<file path="src/rtl/hazard_pkg.sv">
// hazard_pkg: shared types and defaults for the hazard detection unit
// Contents: MUL sequencer state enum, MUL_LAT/REG_W defaults, counter width.
package hazard_pkg;
  typedef enum logic [1:0] {IDLE, MUL_BUSY, MUL_RELEASE} mul_state_t;
  localparam int MUL_LAT_DEF = 3;
  localparam int REG_W_DEF = 5;
  localparam int CNT_W = 3;
endpackage

</file>
<file path="src/rtl/hazard_detect_unit_if.sv">
// hazard_detect_unit_if: pipeline <-> hazard unit signal bundle
// master: pipeline side, drives register/flag info, receives enables and flushes.
// slave:  hazard unit side.
interface hazard_detect_unit_if #(parameter int REG_W = hazard_pkg::REG_W_DEF);
  logic [REG_W-1:0] rs1_IF_ID, rs2_IF_ID, rd_ID_EX;
  logic use_rs1_IF_ID, use_rs2_IF_ID, mem_read_ID_EX, is_mul_ID_EX, branch_taken_EX;
  logic pc_write_en, if_id_write_en, id_ex_write_en;
  logic if_id_flush, id_ex_flush, ex_mem_bubble;
  modport master (
    output rs1_IF_ID, rs2_IF_ID, rd_ID_EX, use_rs1_IF_ID, use_rs2_IF_ID,
           mem_read_ID_EX, is_mul_ID_EX, branch_taken_EX,
    input  pc_write_en, if_id_write_en, id_ex_write_en, if_id_flush, id_ex_flush, ex_mem_bubble
  );
  modport slave (
    input  rs1_IF_ID, rs2_IF_ID, rd_ID_EX, use_rs1_IF_ID, use_rs2_IF_ID,
           mem_read_ID_EX, is_mul_ID_EX, branch_taken_EX,
    output pc_write_en, if_id_write_en, id_ex_write_en, if_id_flush, id_ex_flush, ex_mem_bubble
  );
endinterface

</file>
<file path="src/rtl/mul_stall_seq.sv">
// mul_stall_seq: multi-cycle MUL sequencer holding the pipeline while a MUL occupies EX
// Ports: clk, arst (async active-high), is_mul (MUL in EX), stall (hold pipeline),
//        idle (sequencer in IDLE; gates load-use detection).
module mul_stall_seq import hazard_pkg::*; #(
  parameter int MUL_LAT = MUL_LAT_DEF
) (
  input  logic clk,
  input  logic arst,
  input  logic is_mul,
  output logic stall,
  output logic idle
);
  mul_state_t state, state_nx;
  logic [CNT_W-1:0] cnt, cnt_nx;
  always_ff @(posedge clk or posedge arst)
    if (arst) begin
      state <= IDLE;
      cnt <= '0;
    end else begin
      state <= state_nx;
      cnt <= cnt_nx;
    end
  // The IDLE cycle that sees the MUL already stalls, so BUSY covers MUL_LAT-2 more
  // cycles and RELEASE lets the MUL move on: MUL_LAT-1 stall cycles in total.
  always_comb begin
    state_nx = state;
    cnt_nx = cnt;
    stall = 1'b0;
    case (state)
      IDLE:
        if (is_mul) begin
          stall = 1'b1;
          cnt_nx = CNT_W'(MUL_LAT - 2);
          state_nx = (MUL_LAT == 2) ? MUL_RELEASE : MUL_BUSY;
        end
      MUL_BUSY: begin
        stall = 1'b1;
        if (cnt == CNT_W'(1)) state_nx = MUL_RELEASE;
        else cnt_nx = cnt - CNT_W'(1);
      end
      MUL_RELEASE: state_nx = IDLE;
      default: state_nx = IDLE;
    endcase
  end
  assign idle = (state == IDLE);
endmodule

</file>
<file path="src/rtl/hazard_detect_unit.sv">
// hazard_detect_unit: load-use / multi-cycle MUL / taken-branch hazard control
// Ports: clk, arst (async active-high), bus (hazard_detect_unit_if.slave),
//        stall_cycles (32-bit stall counter, only with HAZARD_STALL_CNT_EN defined).
// Priority: taken branch > MUL stall > load-use.
module hazard_detect_unit import hazard_pkg::*; #(
  parameter int MUL_LAT = MUL_LAT_DEF,
  parameter int REG_W = REG_W_DEF
) (
  input  logic clk,
  input  logic arst,
  hazard_detect_unit_if.slave bus
`ifdef HAZARD_STALL_CNT_EN
  ,
  output logic [31:0] stall_cycles
`endif
);
  logic mul_stall, idle, load_use;
  logic [REG_W-1:0] rd;
  mul_stall_seq #(.MUL_LAT(MUL_LAT)) u_seq (
    .clk(clk),
    .arst(arst),
    .is_mul(bus.is_mul_ID_EX),
    .stall(mul_stall),
    .idle(idle)
  );
  assign rd = bus.rd_ID_EX;
  // x0 never carries a real dependency, and a MUL in flight already holds the pipe.
  assign load_use = idle && bus.mem_read_ID_EX && (rd != '0) &&
                    ((bus.use_rs1_IF_ID && bus.rs1_IF_ID == rd) ||
                     (bus.use_rs2_IF_ID && bus.rs2_IF_ID == rd));
  always_comb begin
    bus.pc_write_en = 1'b1;
    bus.if_id_write_en = 1'b1;
    bus.id_ex_write_en = 1'b1;
    bus.if_id_flush = 1'b0;
    bus.id_ex_flush = 1'b0;
    bus.ex_mem_bubble = 1'b0;
    if (arst) begin
      bus.pc_write_en = 1'b0;
      bus.if_id_write_en = 1'b0;
      bus.id_ex_write_en = 1'b0;
    end else if (bus.branch_taken_EX) begin
      bus.if_id_flush = 1'b1;
      bus.id_ex_flush = 1'b1;
    end else if (mul_stall) begin
      bus.pc_write_en = 1'b0;
      bus.if_id_write_en = 1'b0;
      bus.id_ex_write_en = 1'b0;
      bus.ex_mem_bubble = 1'b1;
    end else if (load_use) begin
      bus.pc_write_en = 1'b0;
      bus.if_id_write_en = 1'b0;
      bus.id_ex_flush = 1'b1;
    end
  end
`ifdef HAZARD_STALL_CNT_EN
  always_ff @(posedge clk or posedge arst)
    if (arst) stall_cycles <= '0;
    else if (!bus.pc_write_en) stall_cycles <= stall_cycles + 32'd1;
`endif
endmodule

</file>
<file path="src/flat_wrapper.sv">
// flat-port wrapper written by rule: the top's interface ports become plain ports
module hazard_detect_unit_flat import hazard_pkg::*;
#(
  parameter int MUL_LAT = MUL_LAT_DEF,
  parameter int REG_W = REG_W_DEF
)
  (clk, arst, bus_rs1_IF_ID, bus_rs2_IF_ID, bus_rd_ID_EX, bus_use_rs1_IF_ID, bus_use_rs2_IF_ID, bus_mem_read_ID_EX, bus_is_mul_ID_EX, bus_branch_taken_EX, bus_pc_write_en, bus_if_id_write_en, bus_id_ex_write_en, bus_if_id_flush, bus_id_ex_flush, bus_ex_mem_bubble);
  hazard_detect_unit_if #(.REG_W(REG_W)) bus_i ();
  input  logic clk;
  input  logic arst;
  input wire logic [$bits(bus_i.rs1_IF_ID)-1:0] bus_rs1_IF_ID;
  input wire logic [$bits(bus_i.rs2_IF_ID)-1:0] bus_rs2_IF_ID;
  input wire logic [$bits(bus_i.rd_ID_EX)-1:0] bus_rd_ID_EX;
  input wire logic [$bits(bus_i.use_rs1_IF_ID)-1:0] bus_use_rs1_IF_ID;
  input wire logic [$bits(bus_i.use_rs2_IF_ID)-1:0] bus_use_rs2_IF_ID;
  input wire logic [$bits(bus_i.mem_read_ID_EX)-1:0] bus_mem_read_ID_EX;
  input wire logic [$bits(bus_i.is_mul_ID_EX)-1:0] bus_is_mul_ID_EX;
  input wire logic [$bits(bus_i.branch_taken_EX)-1:0] bus_branch_taken_EX;
  output wire logic [$bits(bus_i.pc_write_en)-1:0] bus_pc_write_en;
  output wire logic [$bits(bus_i.if_id_write_en)-1:0] bus_if_id_write_en;
  output wire logic [$bits(bus_i.id_ex_write_en)-1:0] bus_id_ex_write_en;
  output wire logic [$bits(bus_i.if_id_flush)-1:0] bus_if_id_flush;
  output wire logic [$bits(bus_i.id_ex_flush)-1:0] bus_id_ex_flush;
  output wire logic [$bits(bus_i.ex_mem_bubble)-1:0] bus_ex_mem_bubble;
  assign bus_i.rs1_IF_ID = bus_rs1_IF_ID;
  assign bus_i.rs2_IF_ID = bus_rs2_IF_ID;
  assign bus_i.rd_ID_EX = bus_rd_ID_EX;
  assign bus_i.use_rs1_IF_ID = bus_use_rs1_IF_ID;
  assign bus_i.use_rs2_IF_ID = bus_use_rs2_IF_ID;
  assign bus_i.mem_read_ID_EX = bus_mem_read_ID_EX;
  assign bus_i.is_mul_ID_EX = bus_is_mul_ID_EX;
  assign bus_i.branch_taken_EX = bus_branch_taken_EX;
  assign bus_pc_write_en = bus_i.pc_write_en;
  assign bus_if_id_write_en = bus_i.if_id_write_en;
  assign bus_id_ex_write_en = bus_i.id_ex_write_en;
  assign bus_if_id_flush = bus_i.if_id_flush;
  assign bus_id_ex_flush = bus_i.id_ex_flush;
  assign bus_ex_mem_bubble = bus_i.ex_mem_bubble;
  hazard_detect_unit #(.MUL_LAT(MUL_LAT), .REG_W(REG_W)) u_core (.clk(clk), .arst(arst), .bus(bus_i));
endmodule
</file>
<file path="config.mk">
export PLATFORM = sky130hd
export DESIGN_NAME = hazard_detect_unit_flat
export DESIGN_NICKNAME = d
export VERILOG_FILES = /design/src/rtl/hazard_pkg.sv /design/src/rtl/hazard_detect_unit_if.sv /design/src/rtl/mul_stall_seq.sv /design/src/rtl/hazard_detect_unit.sv /design/src/flat_wrapper.sv
export SDC_FILE = /design/constraint.sdc
export NUM_CORES = 1
export LEC_CHECK = 0
export BUFFER_PORTS_ARGS = -buffer_cell sky130_fd_sc_hd__buf_2
export CAP_MARGIN = 25
export CORE_AREA = 2 2 39 41
export CTS_CLUSTER_DIAMETER = 50
export CTS_CLUSTER_SIZE = 30
export DETAILED_ROUTE_END_ITERATION = 10
export DIE_AREA = 0 0 41 43
export GPL_TIMING_DRIVEN = 0
export HOLD_SLACK_MARGIN = 0.05
export PLACE_DENSITY = 0.66
export SLEW_MARGIN = 10
export SYNTH_ARGS = -nofsm -noshare
export SYNTH_HDL_FRONTEND = slang
export SYNTH_SLANG_ARGS = --single-unit
</file>
<file path="constraint.sdc">
create_clock -name clk -period 1.9 [get_ports clk]
set_input_delay 0.38 -clock clk [delete_from_list [all_inputs] [get_ports clk]]
set_output_delay 0.38 -clock clk [all_outputs]
set_load 0.02 [all_outputs]
</file>
# Yosys cells after proc, flatten, opt, wreduce, memory -nomap -nowiden
# Index checks and enable logic that the tools add are counted.
[word_totals]
word_cells = 45
output_inout_bits = 6
reg_bits = 5
[classes]
n_mux = 24
n_addsub = 1
n_reduce_logical = 11
n_eq_ne = 7
[ops]
columns = ["cell", "count"]
rows = [
  ["$mux 1", 17],
  ["$eq 5x5->1", 2],
  ["$mux 3", 2],
  ["$ne 2x2->1 const B", 3],
  ["$pmux 3 s2", 1],
  ["$logic_and 1x1->1", 5],
  ["$reduce_bool 5->1", 1],
  ["$mux 2", 2],
  ["$pmux 2 s2", 1],
  ["$eq 3x1->1 const B", 1],
  ["$reduce_and 3->1", 1],
  ["$sub 3x1->3 const B", 1],
  ["$eq 2x1->1 const B", 1],
  ["$logic_not 2->1", 1],
  ["$pmux 1 s2", 1],
  ["$reduce_and 2->1", 1],
  ["$reduce_bool 2->1", 1],
  ["$logic_or 1x1->1", 1],
]

# Depth between registers and ports, before layout
# Gate-level depths: netlist (run 1).
[logic_depth]
word_depth = 8
depth_mapped = 5
depth_no_buf = 5

# Hierarchy
# A second synthesis (run 1) with hierarchy kept.
[hier_totals]
cells_unflattened = 51
hier_area_um2 = 452.9
[by_module_without_submodules]
columns = ["module", "cells_per_inst", "instances", "area_per_inst_um2"]
rows = [
  ["mul_stall_seq", 27, 1, 261.5],
  ["hazard_detect_unit", 24, 1, 191.4],
]

# Least setup slack after synthesis (run 1)
# OpenSTA, ideal clock, no wires.
[synth_timing]
kind = "register to output"
start = "register u_core.u_seq.state[0]"
end = "output port bus_pc_write_en"
path_slack_ps = -21
t_required_ps = 1520
path_stages_with_launch = 6
n_path_buf = 1
arrival_time_ps = 1541
cell_sequence = "dfrtp_1 nor2_1 nor2_2 a21oi_1 o31a_1 buf_4"
[synth_via]
elab_chain_len = 8
word_cells_on_any_way = 10
[synth_lines]
columns = ["item", "line", "rtl"]
rows = [
  ["start, declared", "mul_stall_seq.sv:13", "mul_state_t state, state_nx;"],
  ["start signal, assigned", "mul_stall_seq.sv:20", "state <= state_nx;"],
  ["$logic_not 2->1", "mul_stall_seq.sv:29, mul_stall_seq.sv:45", ""],
  ["$logic_and 1x1->1 (3 in series)", "hazard_detect_unit.sv:28", "assign load_use = idle && bus.mem_read_ID_EX && (rd != '0) &&"],
  ["$mux 1", "-", ""],
  ["$mux 1 (*) (3 in series)", "-", ""],
  ["end, declared", "flat_wrapper.sv:19", "output wire logic [$bits(bus_i.pc_write_en)-1:0] bus_pc_write_en;"],
]
# Mark *: on every way between the ends. The rest lies on a longest branch, timed or not.

# Worst setup path in the final report (run 1)
[layout_timing]
start = "input port bus_rs1_IF_ID[3]"
end = "output port bus_pc_write_en"
[layout_via]
elab_chain_len = 8
[layout_lines]
columns = ["item", "line", "rtl"]
rows = [
  ["start, declared", "flat_wrapper.sv:11", "input wire logic [$bits(bus_i.rs1_IF_ID)-1:0] bus_rs1_IF_ID;"],
  ["$eq 5x5->1", "hazard_detect_unit.sv:29", "((bus.use_rs1_IF_ID && bus.rs1_IF_ID == rd) ||"],
  ["$logic_and 1x1->1", "hazard_detect_unit.sv:29", ""],
  ["$logic_or 1x1->1", "hazard_detect_unit.sv:29", ""],
  ["$logic_and 1x1->1", "hazard_detect_unit.sv:28", ""],
  ["$mux 1", "hazard_detect_unit.sv:50", "end else if (load_use) begin"],
  ["$mux 1", "hazard_detect_unit.sv:45", "end else if (mul_stall) begin"],
  ["$mux 1", "hazard_detect_unit.sv:42", "end else if (bus.branch_taken_EX) begin"],
  ["$mux 1", "hazard_detect_unit.sv:38", "if (arst) begin"],
]
# Every way passes these cells.

==> flow_summary_export.csv, run 1 <==
group,metric,value,unit
drt,vias,483,
clock_tree,path_clk_slew,0.04,ns
clock_tree,cts-buffers-inserted,3,
floorplanning,rows,14,
drt,avgViaCountPerCell,4.83,
critical_path,cpMaxStageDelayCell,"o31a_1",
timing,fin_crit,2.03,ns
clock_tree,htree_num_levels,1,
grt,top_usage_layer,"met2",
flow_run,maxCapViolCount,0,
yosys,synth-async-reset-ratio,1.00,
floorplanning,die-area,1760,um2
layout,fill_cells,122,
critical_path,r2r_slack,0.45,ns
timing,worstMarginPinSlew,0.337,ns
critical_path,r2r-start,"u_core.u_seq.cnt[0]",
critical_path,worstPathCellList,"buf_6, xor2_1, nor4_2, a32oi_1, o31a_1, buf_4, buf_6",
outcome,run_status,"complete, but fails checks",
placement,place_area,612,um2
layout,diodes,0,
critical_path,critical_path_class,"input port to output port",
timing,max_freq,492,MHz
critical_path,timing.rr.end,"u_core.u_seq.cnt[1]",
grt,grt_use_met1,0.125,
yosys,syn_area,453,um2
placement,place_inst,95,
critical_path,cpPeakStageDelay,0.31,ns
critical_path,arrival,1.65,ns
yosys,synth_ff_type,"dfrtp_1",
placement,place_congestion,0.710,
timing,drv_slew,0,
timing,rsz0062_at_grt,"true",
yosys,synth_nets,76,
critical_path,cp_num_buf_inv,3,
critical_path,r2r_cells,3,
grt,grt_start_max_net_pins,8,
grt,antenna_found_initial,0,
yosys,synth_edf_count,0,
outcome,violations,"setup timing",
yosys,synth_largest_area_cell,"dfrtp_1",
clock_tree,cts_tree,"done",
clock_tree,clkLatencyLatePin,0.24,ns
timing,period_share,1.07,
timing,fin_skew,0.00163,ns
yosys,yosys_warnings,0,
drt,ant_nets,0,
grt,gr-total-overflow,0,
clock_tree,clockBufferDepth,2,
floorplanning,core,1380,um2
power_and_ir_drop,irDropWorstVdd,538,uV
grt,met2_usage,0.234,
grt,gr-usage-all-layers,0.136,
placement,hpwl,846,um
power_and_ir_drop,power_density,906,nW/um2
layout,area_growth,59.4,%
grt,met3_usage,0.0314,
timing,finalHoldViolations,0,
clock_tree,root_buffer,"clkbuf_4",
critical_path,start_kind,"input port",
floorplanning,start_util,0.327,
yosys,synth_area_leaders,"dfrtp_1 28%, xor2_1 15%, nor2_1 5.8%",
placement,pre_cts_ws,-0.205,ns
floorplanning,die_x,41,um
drt,wire_per_inst,10.5,um
yosys,ys_seq_area_frac,0.276,
timing,maxSlewHeadroom,0.774,
floorplanning,io_pins,28,
layout,drive_gt1_frac,0.500,
critical_path,cp_data_required_time,1.52,ns
layout,instances_no_fill,100,
floorplanning,die_h,43,um
min_path,hold_class,"input port to async pin",
timing,worst_slack,-0.134,ns
drt,wirelength,1050,um
drt,drtIter0Drc,3,
layout,stdcell_area,722,um2
drt,drt_pre_antenna_iters,4,
timing,finalSetupViolCount,2,
yosys,synthesis.instances,52,
yosys,synth.top_cell.area_share,0.276,
critical_path,worst_setup_path_end_kind,"output port",
placement,port_buffers,27,
critical_path,cp_max_fo,2,
clock_tree,clock_sinks,5,
layout,final_core_util,0.522,
grt,grt_pass1_vias,470,
layout,layout.nets,109,
yosys,syn_area_per_cell,8.71,um2
yosys,yosys.cell_types.count,26,
critical_path,cp_top_family,"compound AO/OA/AOI/OAI gates",
yosys,synth_seq_cells,5,
critical_path,crit_top_cell,"buf_6",
power_and_ir_drop,power_leakage,0.349,nW
drt,drc_errors,0,
grt,grt_pass1_wl,1600,um
## cell type report
| class | instances | area [um2] | area share |
|---|---|---|---|
| buffer | 1 | 7.51 | 0.0104 |
| clock buffer | 4 | 26.3 | 0.0364 |
| inverter | 6 | 22.5 | 0.0312 |
| multi-input combinational | 40 | 323 | 0.447 |
| sequential | 5 | 126 | 0.175 |
| tap | 16 | 20.0 | 0.0277 |
| timing repair buffer | 28 | 196 | 0.272 |
## registers in the layout, summed over array words and instances, names as in the netlist
name / count
u_core.u_seq.cnt: 3
u_core.u_seq.state: 2
## power breakdown
group	internal (W)	switching, W
logic	0.000154	0.000174
registers	0.000154	0.0000531
clock network	0.0000791	0.0000394
total	0.000387	0.000267
## worst register-to-register path, delay by kind of cell, from the launching register on
kind            cells  cell delay, ns
flops               1            0.41
mux                 1            0.36
compound gates      1            0.33
fa+ha+maj           1            0.24
## placed cells by master (no fill, tap or decap), types with 2 or more instances in the layout
master,instances
buf_2,19
xnor2_1,2
buf_6,7
o21ai_0,2
ha_1,2
clkbuf_4,3
inv_1,6
nor2_1,6
xor2_1,7
nand2_1,2
buf_4,2
dfrtp_1,4
## kinds of logic (layout without fill, tap and decap cells)
logic type / count (synthesis) / after routing / share of synthesized area
AND/OR/NAND/NOR: 16 / 16 / 0.199
AO/OA/AOI/OAI: 11 / 11 / 0.185
XOR/XNOR: 10 / 10 / 0.193
buffers and inverters: 7 / 39 / 0.0663
flip-flops: 5 / 5 / 0.276
adder cells (fa/ha/maj): 2 / 2 / 0.0552
multiplexers: 1 / 1 / 0.0249
## routing by layer
layer  wire (um)  up-vias
li1            -      244
met1         394      215
met2         538       24
met3         120        0
met4           0        0
met5           0        -
## timing repair
action,in CTS,in global routing
pin swaps,5,7
hold buffers,0,0
buffers inserted,1,0
endpoints found under the setup margin,3,3
resized for setup,9,10
## stage by stage
stage               hold slack [ns]  setup TNS (ns)  total power, W
detailed placement            0.340          -0.336        0.000498
global route                  0.110          -0.319        0.000720
finish                       0.0930          -0.175        0.000654
CTS                          0.0823          -0.282        0.000635
floorplan                     0.159               0        0.000409
global placement              0.342          -0.323        0.000492
## cells in the mapped netlist (2+ instances only)
| cell | count |
|---|---|
| xor2_1 | 8 |
| nor2_1 | 7 |
| inv_1 | 6 |
| dfrtp_1 | 5 |
| ha_1 | 2 |
| nand2_1 | 2 |
| o21ai_0 | 2 |
| xnor2_1 | 2 |
## worst max-delay path by stage
stage | from | end | slack, ns | cells after the start
floorplan | bus_rd_ID_EX[1] | bus_pc_write_en | 0.02 | 4
global placement | bus_rd_ID_EX[3] | bus_pc_write_en | -0.20 | 7
detailed placement | bus_rd_ID_EX[3] | bus_pc_write_en | -0.20 | 7
CTS | bus_rs1_IF_ID[1] | bus_pc_write_en | -0.16 | 7
global route | bus_rs1_IF_ID[3] | bus_pc_write_en | -0.19 | 7
finish | bus_rs1_IF_ID[3] | bus_pc_write_en | -0.13 | 7
Power figures use the tool's default switching activity.
==> run 2: changes to the inputs <==
--- a/config.mk
+++ b/config.mk
@@ -5,6 +5,7 @@
 export SDC_FILE = /design/constraint.sdc
 export NUM_CORES = 1
 export LEC_CHECK = 0
+export ABC_AREA = 1
 export BUFFER_PORTS_ARGS = -buffer_cell sky130_fd_sc_hd__buf_2
 export CAP_MARGIN = 25
 export CORE_AREA = 2 2 39 41
@@ -14,7 +15,7 @@
 export DIE_AREA = 0 0 41 43
 export GPL_TIMING_DRIVEN = 0
 export HOLD_SLACK_MARGIN = 0.05
-export PLACE_DENSITY = 0.66
+export PLACE_DENSITY = 0.73
 export SLEW_MARGIN = 10
 export SYNTH_ARGS = -nofsm -noshare
 export SYNTH_HDL_FRONTEND = slang
==> flow_summary_export.csv, run 2 <==
group,metric,value,unit
yosys,synth.top_cell.area_share,0.251,
timing,worst_slack,0.117,ns
critical_path,cp_data_required_time,1.52,ns
power_and_ir_drop,power_density,932,nW/um2
critical_path,worstPathCellList,"inv_2, nor2_4, inv_2, nand2_2, nand2_2, nand2_2, buf_4, a21oi_2, buf_4",
timing,fin_skew,0.00303,ns
drt,avgViaCountPerCell,4.39,
critical_path,cp_top_family,"buffers and inverters",
floorplanning,die_h,43,um
yosys,netlist_top_cells_count,"36 x nand2_1, 19 x inv_1, 11 x nor2_1",
timing,drv_slew,0,
clock_tree,clockBufferDepth,2,
grt,antenna_found_initial,0,
layout,layout_commonest_cell,"nand2_1",
floorplanning,rows,14,
layout,drive_gt1_frac,0.397,
power_and_ir_drop,power_leakage,0.503,nW
clock_tree,root_buffer,"clkbuf_4",
placement,pre_cts_ws,0.192,ns
drt,wire_per_inst,8.59,um
layout,reg.largest.list,"u_core.u_seq.cnt x3, u_core.u_seq.state x2",
timing,fin_setup_tns,0,ns
clock_tree,cts_tree,"done",
critical_path,cp_num_buf_inv,4,
grt,gr-usage-all-layers,0.156,
yosys,synth_largest_area_cell,"nand2_1",
grt,grt_pass1_wl,1840,um
yosys,yosys_warnings,0,
clock_tree,cts_hold_buf,0,
critical_path,arrival,1.40,ns
layout,area_growth,41.3,%
clock_tree,htree_num_levels,1,
yosys,yosysMostFrequentCell,"nand2_1",
layout,fill_cells,152,
drt,vias,645,
yosys,synth_nets,122,
timing,period_share,0.938,
timing,max_freq,561,MHz
power_and_ir_drop,finalPower,0.000710,W
yosys,synth_seq_cells,5,
floorplanning,die-area,1760,um2
clock_tree,clkLatencyLatePin,0.25,ns
yosys,synth_edf_count,0,
yosys,synth_ff_type,"dfrtp_1",
timing,maxSlewHeadroom,0.844,
yosys,ys_seq_area_frac,0.232,
drt,drc_errors,0,
critical_path,worst_setup_path_end_kind,"output port",
yosys,synthesis.instances,98,
critical_path,start_kind,"flip-flop",
layout,diodes,0,
outcome,run_status,"completed",
timing,finalSetupViolCount,0,
critical_path,cpMaxStageDelayCell,"dfrtp_1",
critical_path,cpPeakStageDelay,0.39,ns
clock_tree,cts-buffers-inserted,3,
timing,fin_crit,1.78,ns
yosys,syn_area,539,um2
drt,wirelength,1260,um
floorplanning,start_util,0.390,
critical_path,crit_top_cell,"nand2_2",
clock_tree,clock_sinks,5,
flow_run,maxCapViolCount,0,
grt,grt_start_max_net_pins,7,
critical_path,cp_max_fo,4,
drt,ant_nets,0,
yosys,syn_area_per_cell,5.50,um2
critical_path,critical_path_class,"flip-flop to output port",
drt,drtIter0Drc,4,
placement,port_buffers,27,
power_and_ir_drop,irDropWorstVdd,621,uV
timing,rsz0062_at_grt,"false",
layout,largest_reg_flops,3,
grt,grt_pass1_vias,546,
layout,largest-register,"u_core.u_seq.cnt",
yosys,synth_area_leaders,"nand2_1 25%, dfrtp_1 23%, inv_1 13%",
timing,worstMarginPinSlew,0.234,ns
placement,hpwl,1040,um
floorplanning,core,1380,um2
clock_tree,path_clk_slew,0.04,ns
floorplanning,io_pins,28,
yosys,synth-async-reset-ratio,1.00,
floorplanning,die_x,41,um
drt,drt_pre_antenna_iters,4,
layout,final_cell_mix,"33 x nand2_1, 25 x buf_2, 16 x inv_1, 11 x nor2_1, 8 x inv_2",
yosys,yosys.cell_types.count,17,
timing,holdWs,0.0609,ns
grt,gr-total-overflow,0,
placement,place_congestion,0.762,
min_path,hold_class,"input port to async pin",
timing,finalHoldViolations,0,
layout,layout.nets,156,
==> run 2: layout make-up <==
cell class | count | area [um2] | share of cell area
Clock buffer | 4 | 26.3 | 0.0345
Sequential cell | 5 | 125 | 0.164
Inverter | 24 | 90.1 | 0.118
Timing Repair Buffer | 30 | 166 | 0.218
Tap cell | 16 | 20.0 | 0.0263
Multi-Input combinational cell | 68 | 334 | 0.438
==> run 2: path summary, 6_finish.rpt <==
kind                       cells after the start  slack (ns)               endpoint                   from
setup / recovery                               9        0.12        bus_id_ex_flush  u_core.u_seq.state[0]
hold / removal                                 2        0.06    u_core.u_seq.cnt[2]                   arst
setup reg to reg                               7        0.66    u_core.u_seq.cnt[0]    u_core.u_seq.cnt[1]
hold reg to reg                                1        0.51  u_core.u_seq.state[1]    u_core.u_seq.cnt[2]
max in group asynchronous                      2        1.64  u_core.u_seq.state[0]                   arst
min in group clk                               1        0.51  u_core.u_seq.state[1]    u_core.u_seq.cnt[2]
==> run 2: per-layer routing <==
layer,global-route usage,up-vias,share of wire
met5,0,-,0
met2,0.300,22,0.54
met1,0.121,267,0.37
met4,0.100,0,0.018
met3,0.0366,3,0.069
li1,-,353,-
==> run 2: through the flow <==
stage,area (um2),cells,utilization
global placement,694,141,0.502
CTS,743,148,0.537
finish,762,147,0.551
floorplan,539,98,-
global route,762,147,0.551
detailed placement,694,141,0.502
==> run 2: logic make-up (layout without fill, tap and decap cells) <==
family | after synthesis | in the layout | share of synthesized area
fa+ha+maj | 2 | 2 | 0.0464
xor+xnor | 1 | 1 | 0.0162
buf+inv | 25 | 58 | 0.181
compound gates | 5 | 5 | 0.0534
simple gates | 60 | 60 | 0.471
flops | 5 | 5 | 0.232
==> run 2: timing repair <==
action                                 4_1_cts  5_1_grt
endpoints found under the hold margin        0        0
buffers inserted                             3        0
pin swaps                                    2        6
setup endpoints to repair                    1        3
gates resized for setup                      0       11
==> run 2: report_power, final <==
part | switching (W) | leakage (nW) | total [W] | internal (W)
Sequential | 0.0000299 | 0.0637 | 0.000177 | 0.000147
Combinational | 0.000238 | 0.424 | 0.000408 | 0.000170
Clock | 0.0000459 | 0.0150 | 0.000125 | 0.0000795
Total | 0.000314 | 0.503 | 0.000710 | 0.000396
==> run 3: changes to the inputs <==
--- a/config.mk
+++ b/config.mk
@@ -7,7 +7,7 @@
 export LEC_CHECK = 0
 export ABC_AREA = 1
 export BUFFER_PORTS_ARGS = -buffer_cell sky130_fd_sc_hd__buf_2
-export CAP_MARGIN = 25
+export CAP_MARGIN = 20
 export CORE_AREA = 2 2 39 41
 export CTS_CLUSTER_DIAMETER = 50
 export CTS_CLUSTER_SIZE = 30
@@ -16,6 +16,7 @@
 export GPL_TIMING_DRIVEN = 0
 export HOLD_SLACK_MARGIN = 0.05
 export PLACE_DENSITY = 0.73
+export RECOVER_POWER = 25
 export SLEW_MARGIN = 10
 export SYNTH_ARGS = -nofsm -noshare
 export SYNTH_HDL_FRONTEND = slang
==> flow_summary_export.csv, run 3 (synthesis gave the netlist of run 2 again) <==
group,metric,value,unit
floorplanning,io_pins,28,
critical_path,cp_max_fo,4,
grt,grt_pass1_wl,1840,um
power_and_ir_drop,finalPower,0.000710,W
grt,grt_pass1_vias,546,
floorplanning,die_h,43,um
timing,rsz0062_at_grt,"false",
floorplanning,die-area,1760,um2
timing,fin_crit,1.78,ns
layout,stdcell_area,761,um2
layout,layout.nets,156,
critical_path,r2r_cells,7,
critical_path,timing.rr.end,"u_core.u_seq.cnt[0]",
clock_tree,root_buffer,"clkbuf_4",
critical_path,cp_data_required_time,1.52,ns
drt,drc_errors,0,
timing,max_freq,561,MHz
layout,drive_gt1_frac,0.389,
min_path,hold_class,"input port to async pin",
clock_tree,path_clk_slew,0.04,ns
critical_path,cpMaxStageDelayCell,"dfrtp_1",
clock_tree,cts-buffers-inserted,3,
timing,finalSetupViolCount,0,
drt,avgViaCountPerCell,4.39,
placement,hpwl,1040,um
critical_path,r2r-start,"u_core.u_seq.cnt[1]",
critical_path,worstPathCellList,"inv_2, nor2_4, inv_2, nand2_2, nand2_2, nand2_2, buf_4, a21oi_2, buf_4",
drt,wirelength,1260,um
flow_run,maxCapViolCount,0,
critical_path,critical_path_class,"flip-flop to output port",
placement,place_area,694,um2
layout,largest_reg_flops,3,
clock_tree,htree_num_levels,1,
placement,place_congestion,0.762,
floorplanning,die_x,41,um
critical_path,start_kind,"flip-flop",
drt,ant_nets,0,
floorplanning,start_util,0.390,
timing,drv_slew,0,
timing,holdWs,0.0538,ns
clock_tree,clockBufferDepth,2,
critical_path,worst_setup_path_end_kind,"output port",
timing,maxSlewHeadroom,0.843,
outcome,run_status,"completed",
power_and_ir_drop,irDropWorstVdd,621,uV
timing,fin_setup_tns,0,ns
clock_tree,clock_sinks,5,
drt,drt_pre_antenna_iters,4,
placement,port_buffers,27,
layout,regArea,125,um2
grt,gr-usage-all-layers,0.156,
layout,reg.largest.list,"u_core.u_seq.cnt x3, u_core.u_seq.state x2",
power_and_ir_drop,power_density,933,nW/um2
grt,grt_start_max_net_pins,7,
floorplanning,core,1380,um2
layout,largest-register,"u_core.u_seq.cnt",
timing,period_share,0.939,
layout,final_cell_mix,"33 x nand2_1, 24 x buf_2, 16 x inv_1, 11 x nor2_1, 8 x inv_2",
layout,multi_input_area,334,um2
floorplanning,rows,14,
grt,gr-total-overflow,0,
timing,fin_skew,0.00303,ns
drt,drtIter0Drc,4,
timing,worstMarginPinSlew,0.235,ns
layout,area_growth,41.1,%
grt,antenna_found_initial,0,
critical_path,arrival,1.40,ns
layout,diodes,0,
layout,fill_cells,152,
clock_tree,cts_hold_buf,0,
drt,wire_per_inst,8.58,um
clock_tree,clkLatencyLatePin,0.25,ns
clock_tree,cts_tree,"done",
power_and_ir_drop,power_leakage,0.500,nW
critical_path,crit_top_cell,"nand2_2",
drt,vias,645,
critical_path,cpPeakStageDelay,0.39,ns
critical_path,r2r_slack,0.66,ns
layout,layout_commonest_cell,"nand2_1",
timing,finalHoldViolations,0,
## run 3: cell types whose count changed in the layout (fill, tap and decap cells not counted)
cell | previous run | this run
buf_2 | 25 | 24
clkbuf_1 | 1 | 2
## run 3: final cells by class
class / count / area share
multi-input combinational: 68 / 0.439
timing repair buffer: 30 / 0.217
sequential: 5 / 0.164
inverter: 24 / 0.118
tap: 16 / 0.0263
clock buffer: 4 / 0.0345
## run 3: worst max-delay path by stage
| stage | startpoint | to | cells past startpoint |
|---|---|---|---|
| after floorplan | u_core.u_seq.state[0] | bus_pc_write_en | 10 |
| after global placement | bus_rd_ID_EX[1] | bus_pc_write_en | 11 |
| after detailed placement | bus_rd_ID_EX[1] | bus_pc_write_en | 11 |
| after CTS | u_core.u_seq.state[1] | bus_pc_write_en | 9 |
| after global routing | u_core.u_seq.state[0] | bus_id_ex_flush | 9 |
| final | u_core.u_seq.state[0] | bus_id_ex_flush | 9 |
## run 3: per-stage QoR
stage	cells	utilization	setup WS, ns
3_3_place_gp	141	0.502	0.187
6_report	147	0.550	0.117
2_1_floorplan	98	-	0.221
4_1_cts	148	0.537	0.00220
3_5_place_dp	141	0.502	0.192
5_1_grt	147	0.550	0.00372
## run 3: what timing repair did
action / CTS / global route
endpoints found under the hold margin: 0 / 0
endpoints found under the setup margin: 1 / 3
setup buffers: 3 / 0
pin swaps: 2 / 6
gates resized for setup: 0 / 11
## run 3: worst max-delay path, delay by kind of cell (launching register included)
kind	cells	cell delay, ns
buf+inv	4	0.44
flops	1	0.39
simple gates	4	0.22
compound gates	1	0.10
## run 3: power by group
group	internal, W	switching, W
sequential	0.000147	0.0000299
combinational	0.000170	0.000238
clock	0.0000795	0.0000459
## run 3: per-layer routing
layer	wire length, um	part of all wire	track usage	vias to the layer above
li1	-	-	-	353
met1	470	0.37	0.121	267
met2	680	0.54	0.300	22
met3	87	0.069	0.0366	3
met4	23	0.018	0.100	0
met5	0	0	0	-
